`config.mk`:
```
export PLATFORM = sky130hd
export DESIGN_NAME = systolic_array
export DESIGN_NICKNAME = d
export VERILOG_FILES = /design/src/rtl/systolic_pkg.sv /design/src/rtl/systolic_pe.sv /design/src/rtl/systolic_array.sv
export SDC_FILE = /design/constraint.sdc
export NUM_CORES = 2
export LEC_CHECK = 0
export CELL_PAD_IN_SITES_DETAIL_PLACEMENT = 0
export CELL_PAD_IN_SITES_GLOBAL_PLACEMENT = 1
export CORE_MARGIN = 4
export CORE_UTILIZATION = 58
export CTS_CLUSTER_SIZE = 20
export DETAILED_ROUTE_END_ITERATION = 12
export PLACE_DENSITY_LB_ADDON = 0.1
export SYNTH_ARGS = -nofsm -noshare
export SYNTH_HDL_FRONTEND = slang
export SYNTH_HIERARCHICAL = 1
export SYNTH_SLANG_ARGS = --single-unit
```
`constraint.sdc`:
```
create_clock -name clk -period 13.5 [get_ports clk]
set_input_delay 2.7 -clock clk [delete_from_list [all_inputs] [get_ports clk]]
set_output_delay 2.7 -clock clk [all_outputs]
set_load 0.02 [all_outputs]
```
`src/rtl/systolic_pkg.sv`:
```
// Shared sizing and south-edge post-processing for the 4x4 weight-stationary
// systolic matrix-multiply engine.
package systolic_pkg;

  localparam int DW     = 8;
  localparam int ACCW   = 24;
  localparam int QSHIFT = 0;
  localparam int N      = 4;

  localparam logic signed [ACCW-1:0] QMAX = {{(ACCW-DW+1){1'b0}}, {(DW-1){1'b1}}};

  // Upper saturation only matters once the value is known to be non-negative,
  // because ReLU already maps every negative value to zero.
  function automatic logic [DW-1:0] quant_relu(input logic signed [ACCW-1:0] acc,
                                               input int                     shift);
    logic signed [ACCW-1:0] sh_s;
    logic [DW-1:0]          res_s;
    sh_s = acc >>> shift;
    if (sh_s[ACCW-1]) begin
      res_s = {DW{1'b0}};
    end else if (sh_s > QMAX) begin
      res_s = QMAX[DW-1:0];
    end else begin
      res_s = sh_s[DW-1:0];
    end
    return res_s;
  endfunction

endpackage

```
`src/rtl/systolic_pe.sv`:
```
// One processing element: stationary weight, forwarded activation and
// south-flowing partial sum with a signed multiply-accumulate.
module systolic_pe
  import systolic_pkg::*;
(
  input  logic                   clk,
  input  logic                   rst,
  input  logic                   en,
  input  logic                   load,
  input  logic [DW-1:0]          w_in,
  input  logic signed [DW-1:0]   a_in,
  input  logic signed [ACCW-1:0] p_in,
  output logic [DW-1:0]          w_out,
  output logic signed [DW-1:0]   a_out,
  output logic signed [ACCW-1:0] p_out
);

  logic [DW-1:0]          w_r;
  logic signed [DW-1:0]   a_r;
  logic signed [ACCW-1:0] p_r;
  logic signed [2*DW-1:0] prod_s;
  logic signed [ACCW-1:0] mac_s;

  assign prod_s = a_in * $signed(w_r);
  assign mac_s  = p_in + $signed({{(ACCW-2*DW){prod_s[2*DW-1]}}, prod_s});

  // Weight shift in load mode (which also flushes data), MAC in compute mode.
  always_ff @(posedge clk or posedge rst) begin
    if (rst) begin
      w_r <= {DW{1'b0}};
      a_r <= {DW{1'b0}};
      p_r <= {ACCW{1'b0}};
    end else if (en) begin
      if (load) begin
        w_r <= w_in;
        a_r <= {DW{1'b0}};
        p_r <= {ACCW{1'b0}};
      end else begin
        a_r <= a_in;
        p_r <= mac_s;
      end
    end
  end

  assign w_out = w_r;
  assign a_out = a_r;
  assign p_out = p_r;

endmodule

```
`src/rtl/systolic_array.sv`:
```
// 4x4 weight-stationary systolic array: weights shift down from the north,
// activations stream east, and the bottom row is quantized and rectified.
module systolic_array
  import systolic_pkg::*;
#(
  parameter int QSHIFT = systolic_pkg::QSHIFT
) (
  input  logic          clk,
  input  logic          rst,
  input  logic          Wen,
  input  logic          pauseProcess,
  input  logic [DW-1:0] inp_north0,
  input  logic [DW-1:0] inp_north1,
  input  logic [DW-1:0] inp_north2,
  input  logic [DW-1:0] inp_north3,
  input  logic [DW-1:0] inp_west0,
  input  logic [DW-1:0] inp_west1,
  input  logic [DW-1:0] inp_west2,
  input  logic [DW-1:0] inp_west3,
  output logic [4:0]    count,
  output logic [DW-1:0] Activation_result12,
  output logic [DW-1:0] Activation_result13,
  output logic [DW-1:0] Activation_result14,
  output logic [DW-1:0] Activation_result15
);

  logic                   operationMode;
  logic [DW-1:0]          north_s [N];
  logic signed [DW-1:0]   west_s  [N];
  logic [DW-1:0]          w_s     [N][N];
  logic signed [DW-1:0]   a_s     [N][N];
  logic signed [ACCW-1:0] p_s     [N][N];
  logic [DW-1:0]          act_s   [N];
  logic [4:0]             count_r;
  logic                   unused_s;

  assign operationMode = Wen;

  assign north_s[0] = inp_north0;
  assign north_s[1] = inp_north1;
  assign north_s[2] = inp_north2;
  assign north_s[3] = inp_north3;
  assign west_s[0]  = $signed(inp_west0);
  assign west_s[1]  = $signed(inp_west1);
  assign west_s[2]  = $signed(inp_west2);
  assign west_s[3]  = $signed(inp_west3);

  for (genvar r = 0; r < N; r++) begin : g_row
    for (genvar c = 0; c < N; c++) begin : g_col
      logic [DW-1:0]          w_in_s;
      logic signed [DW-1:0]   a_in_s;
      logic signed [ACCW-1:0] p_in_s;

      if (r == 0) begin : g_north_edge
        assign w_in_s = north_s[c];
        assign p_in_s = {ACCW{1'b0}};
      end else begin : g_inner_row
        assign w_in_s = w_s[r-1][c];
        assign p_in_s = p_s[r-1][c];
      end

      if (c == 0) begin : g_west_edge
        assign a_in_s = west_s[r];
      end else begin : g_inner_col
        assign a_in_s = a_s[r][c-1];
      end

      systolic_pe u_pe (
        .clk   (clk),
        .rst   (rst),
        .en    (pauseProcess),
        .load  (operationMode),
        .w_in  (w_in_s),
        .a_in  (a_in_s),
        .p_in  (p_in_s),
        .w_out (w_s[r][c]),
        .a_out (a_s[r][c]),
        .p_out (p_s[r][c])
      );
    end
  end

  // South-edge quantize and ReLU, plus the array-edge outputs that feed nothing.
  always_comb begin
    unused_s = 1'b0;
    for (int c = 0; c < N; c++) begin
      act_s[c] = quant_relu(p_s[N-1][c], QSHIFT);
      unused_s = unused_s ^ (^w_s[N-1][c]) ^ (^a_s[c][N-1]);
    end
  end

  // Compute-cycle counter: cleared by weight loading, saturates at 31.
  always_ff @(posedge clk or posedge rst) begin
    if (rst) begin
      count_r <= 5'd0;
    end else if (pauseProcess) begin
      if (operationMode) begin
        count_r <= 5'd0;
      end else if (count_r != 5'd31) begin
        count_r <= count_r + 5'd1;
      end
    end
  end

  assign count               = count_r;
  assign Activation_result12 = act_s[0];
  assign Activation_result13 = act_s[1];
  assign Activation_result14 = act_s[2];
  assign Activation_result15 = act_s[3];

endmodule

```
==> summary.md <==
| Metric | Value |
|---|---|
| Vias per cell | 5.40 |
| Post-placement cell count | 10,600 |
| Setup-failing EPs final | 0 |
| Slew @ Worst Pin | 1.28 ns |
| GRT overflow | 0 |
| Die Y | 401 um |
| Placer Congestion | between 0.8 and 0.9 |
| Post-CTS Setup Bufs | 0 |
| Initial DRC Count | 2,528 |
| Cells after synthesis | between 8,000 and 9,000 |
| Fin crit share | 0.605 |
| Number of nets in the layout | roughly 11,000 |
| Final Util | 0.623 |
| CTS clk-pin slew, worst paths | 0.06 ns |
| Final antenna diode count | 0 |
| DR WL met3 | 6530 um |
| Cell area after synthesis | 89,800 sq um |
| Core area | between 150,000 and 200,000 sq um |
| Initial Util | 0.583 |
| Fin Clk Skew | 0.0368 ns |
| TritonRoute pass-1 iters | 5 |
| Max Cap Viol | 0 |
| Core Rows | 144 |
| GRT Util Overall | 0.240 |
| Hold_buf cts | 0 |
| CTS Sinks | 613 |
| Number of CTS-inserted buffers | 78 |
| Antenna violations before repair | 0 |
| DRC viols | 0 |
| TritonCTS clock tree | done |
| Vias in the first global route | 61,500 |
| Hold Path Class | reg -> reg |
| ANT nets after route | 0 |
| CTS root buf | clkbuf_16 |
| Critical Path RT | 14.06 ns |
| CTS H-tree lvls | 3 |
| Dpl hpwl | approximately 150,000 um |
| Post-Route WL | about 190,000 um |
| Final-report max-slew violation count | 0 |
| Arrival @ worst endpoint | approximately 8.7 ns |
| Final Hold Viols | 0 |
| Kind of end point of the critical path | flop |
| CTS max path bufs | 3 |
| CP max FO | 17 |
| Top Metal Used | met4 |
| Setup tns final | 0 ns |
| Clock Latency Late Sink | 0.69 ns |
| First-pass GRT wire length | 321,000 um |
| Per-cell routed wire length | between 15 and 20 um |
| RSZ-0062 raised after global routing | no |
| Max Freq | 122 MHz |
| YS warnings | 6 |
| Largest net degree at the start of global routing | 71 |
| Routed vias | just under 60,000 |
| Die Width | 401 um |
| Crit Path Class | in -> reg |
| Top-level I/O count | roughly 110 |
| Share of cells above drive strength 1 | 0.0508 |
| Port bufs | 100 |
| PostCTS Resize Cnt | 0 |
| Relative slew slack | 0.144 |
| Type of origin of the critical path | input port |
| Area grow syn2layout | 6.84% |
| Die area | 161,000 sq um |
| Fin crit period | 8.17 ns |
| Status | complete, no violations |
| Met2 wire length | roughly 84,000 um |
| Wire length on met1 | 94,400 um |
| Syn_area_per_cell | 10.5 sq um |
| Final Instance Count excl. Fillers | 10,800 |
[per-layer routing]
layer / track usage / vias up
met5: 0 / -
met4: 0.0389 / 0
met3: 0.0252 / 137
met2: 0.370 / 772
met1: 0.376 / 29600
li1: - / 27500
[area by class of cell]
type / count / area [sq um]
clock buffer: 107 / 2250
clock inverter: 36 / 492
fill: 12900 / 58100
inverter: 1677 / 6290
multi-input combinational: 6132 / 67700
sequential: 613 / 15300
tap: 2044 / 2560
timing repair buffer: 141 / 1310
[cells in the final DEF, fill, tap and decap left out, drive strengths merged, types with 23 or more instances in the layout]
cell type / instances
mux2: 143
clkinv: 23
a31oi: 32
a21oi: 181
and3: 23
clkbuf: 109
o21ai: 180
a21o: 87
conb: 100
o31ai: 49
dfrtp: 613
xor2: 78
o2bb2ai: 191
o21a: 71
ha: 866
a22o: 191
a211oi: 67
clkdlybuf4s50: 97
buf: 42
and2: 518
nand2b: 44
nor2b: 131
nand3: 29
nor2: 173
or3: 29
fa: 1664
xnor2: 237
nand2: 697
nor3: 43
inv: 1676
[final timing paths]
| path | startpoint | endpoint | slack [ns] | depth (start not counted) |
|---|---|---|---|---|
| worst max register to register | g_row[0].g_col[3].u_pe/w_out[0] | g_row[0].g_col[3].u_pe/p_out[19] | 7.33 | 16 |
| max in group asynchronous | rst | g_row[2].g_col[0].u_pe/w_out[7] | 10.21 | 3 |
| min in group asynchronous | rst | g_row[2].g_col[3].u_pe/p_out[23] | 2.33 | 3 |
| worst min-delay path | g_row[3].g_col[0].u_pe/p_out[5] | g_row[3].g_col[0].u_pe/p_out[5] | 0.48 | 1 |
| worst max-delay path | inp_west2[7] | g_row[2].g_col[0].u_pe/p_out[19] | 5.33 | 16 |
| worst min register to register | g_row[3].g_col[0].u_pe/p_out[5] | g_row[3].g_col[0].u_pe/p_out[5] | 0.48 | 1 |
[metrics by stage]
step / setup WS (ns) / cell area (sq um) / hold slack, ns
global route: 4.99 / 95900 / 0.497
detailed placement: 4.64 / 93200 / 0.472
CTS: 5.36 / 95900 / 0.487
floorplan: 5.54 / 90200 / 0.447
global placement: 4.80 / 93200 / 0.463
finish: 5.33 / 95900 / 0.483
[state kept, by name (all words and copies together) (netlist names)]
signal	count
g_row.g_col.u_pe/a_out	96
count	5
g_row.g_col.u_pe/p_out	384
g_row.g_col.u_pe/w_out	128
[critical path, cell delays in order]
cell,delay (ns)
clkdlybuf4s50_1,0.62
and2_1,0.91
inv_1,0.13
fa_1,0.52
inv_1,0.05
fa_1,0.48
fa_1,0.57
fa_1,0.44
fa_1,0.38
ha_1,0.38
a211oi_2,0.43
o31ai_2,0.18
a211oi_2,0.42
o21ai_1,0.16
xor2_1,0.16
a22o_1,0.19
Power is left out: the tool's default activity adds up to more than one toggle a clock period on the data nets, which glitch-free logic cannot reach.
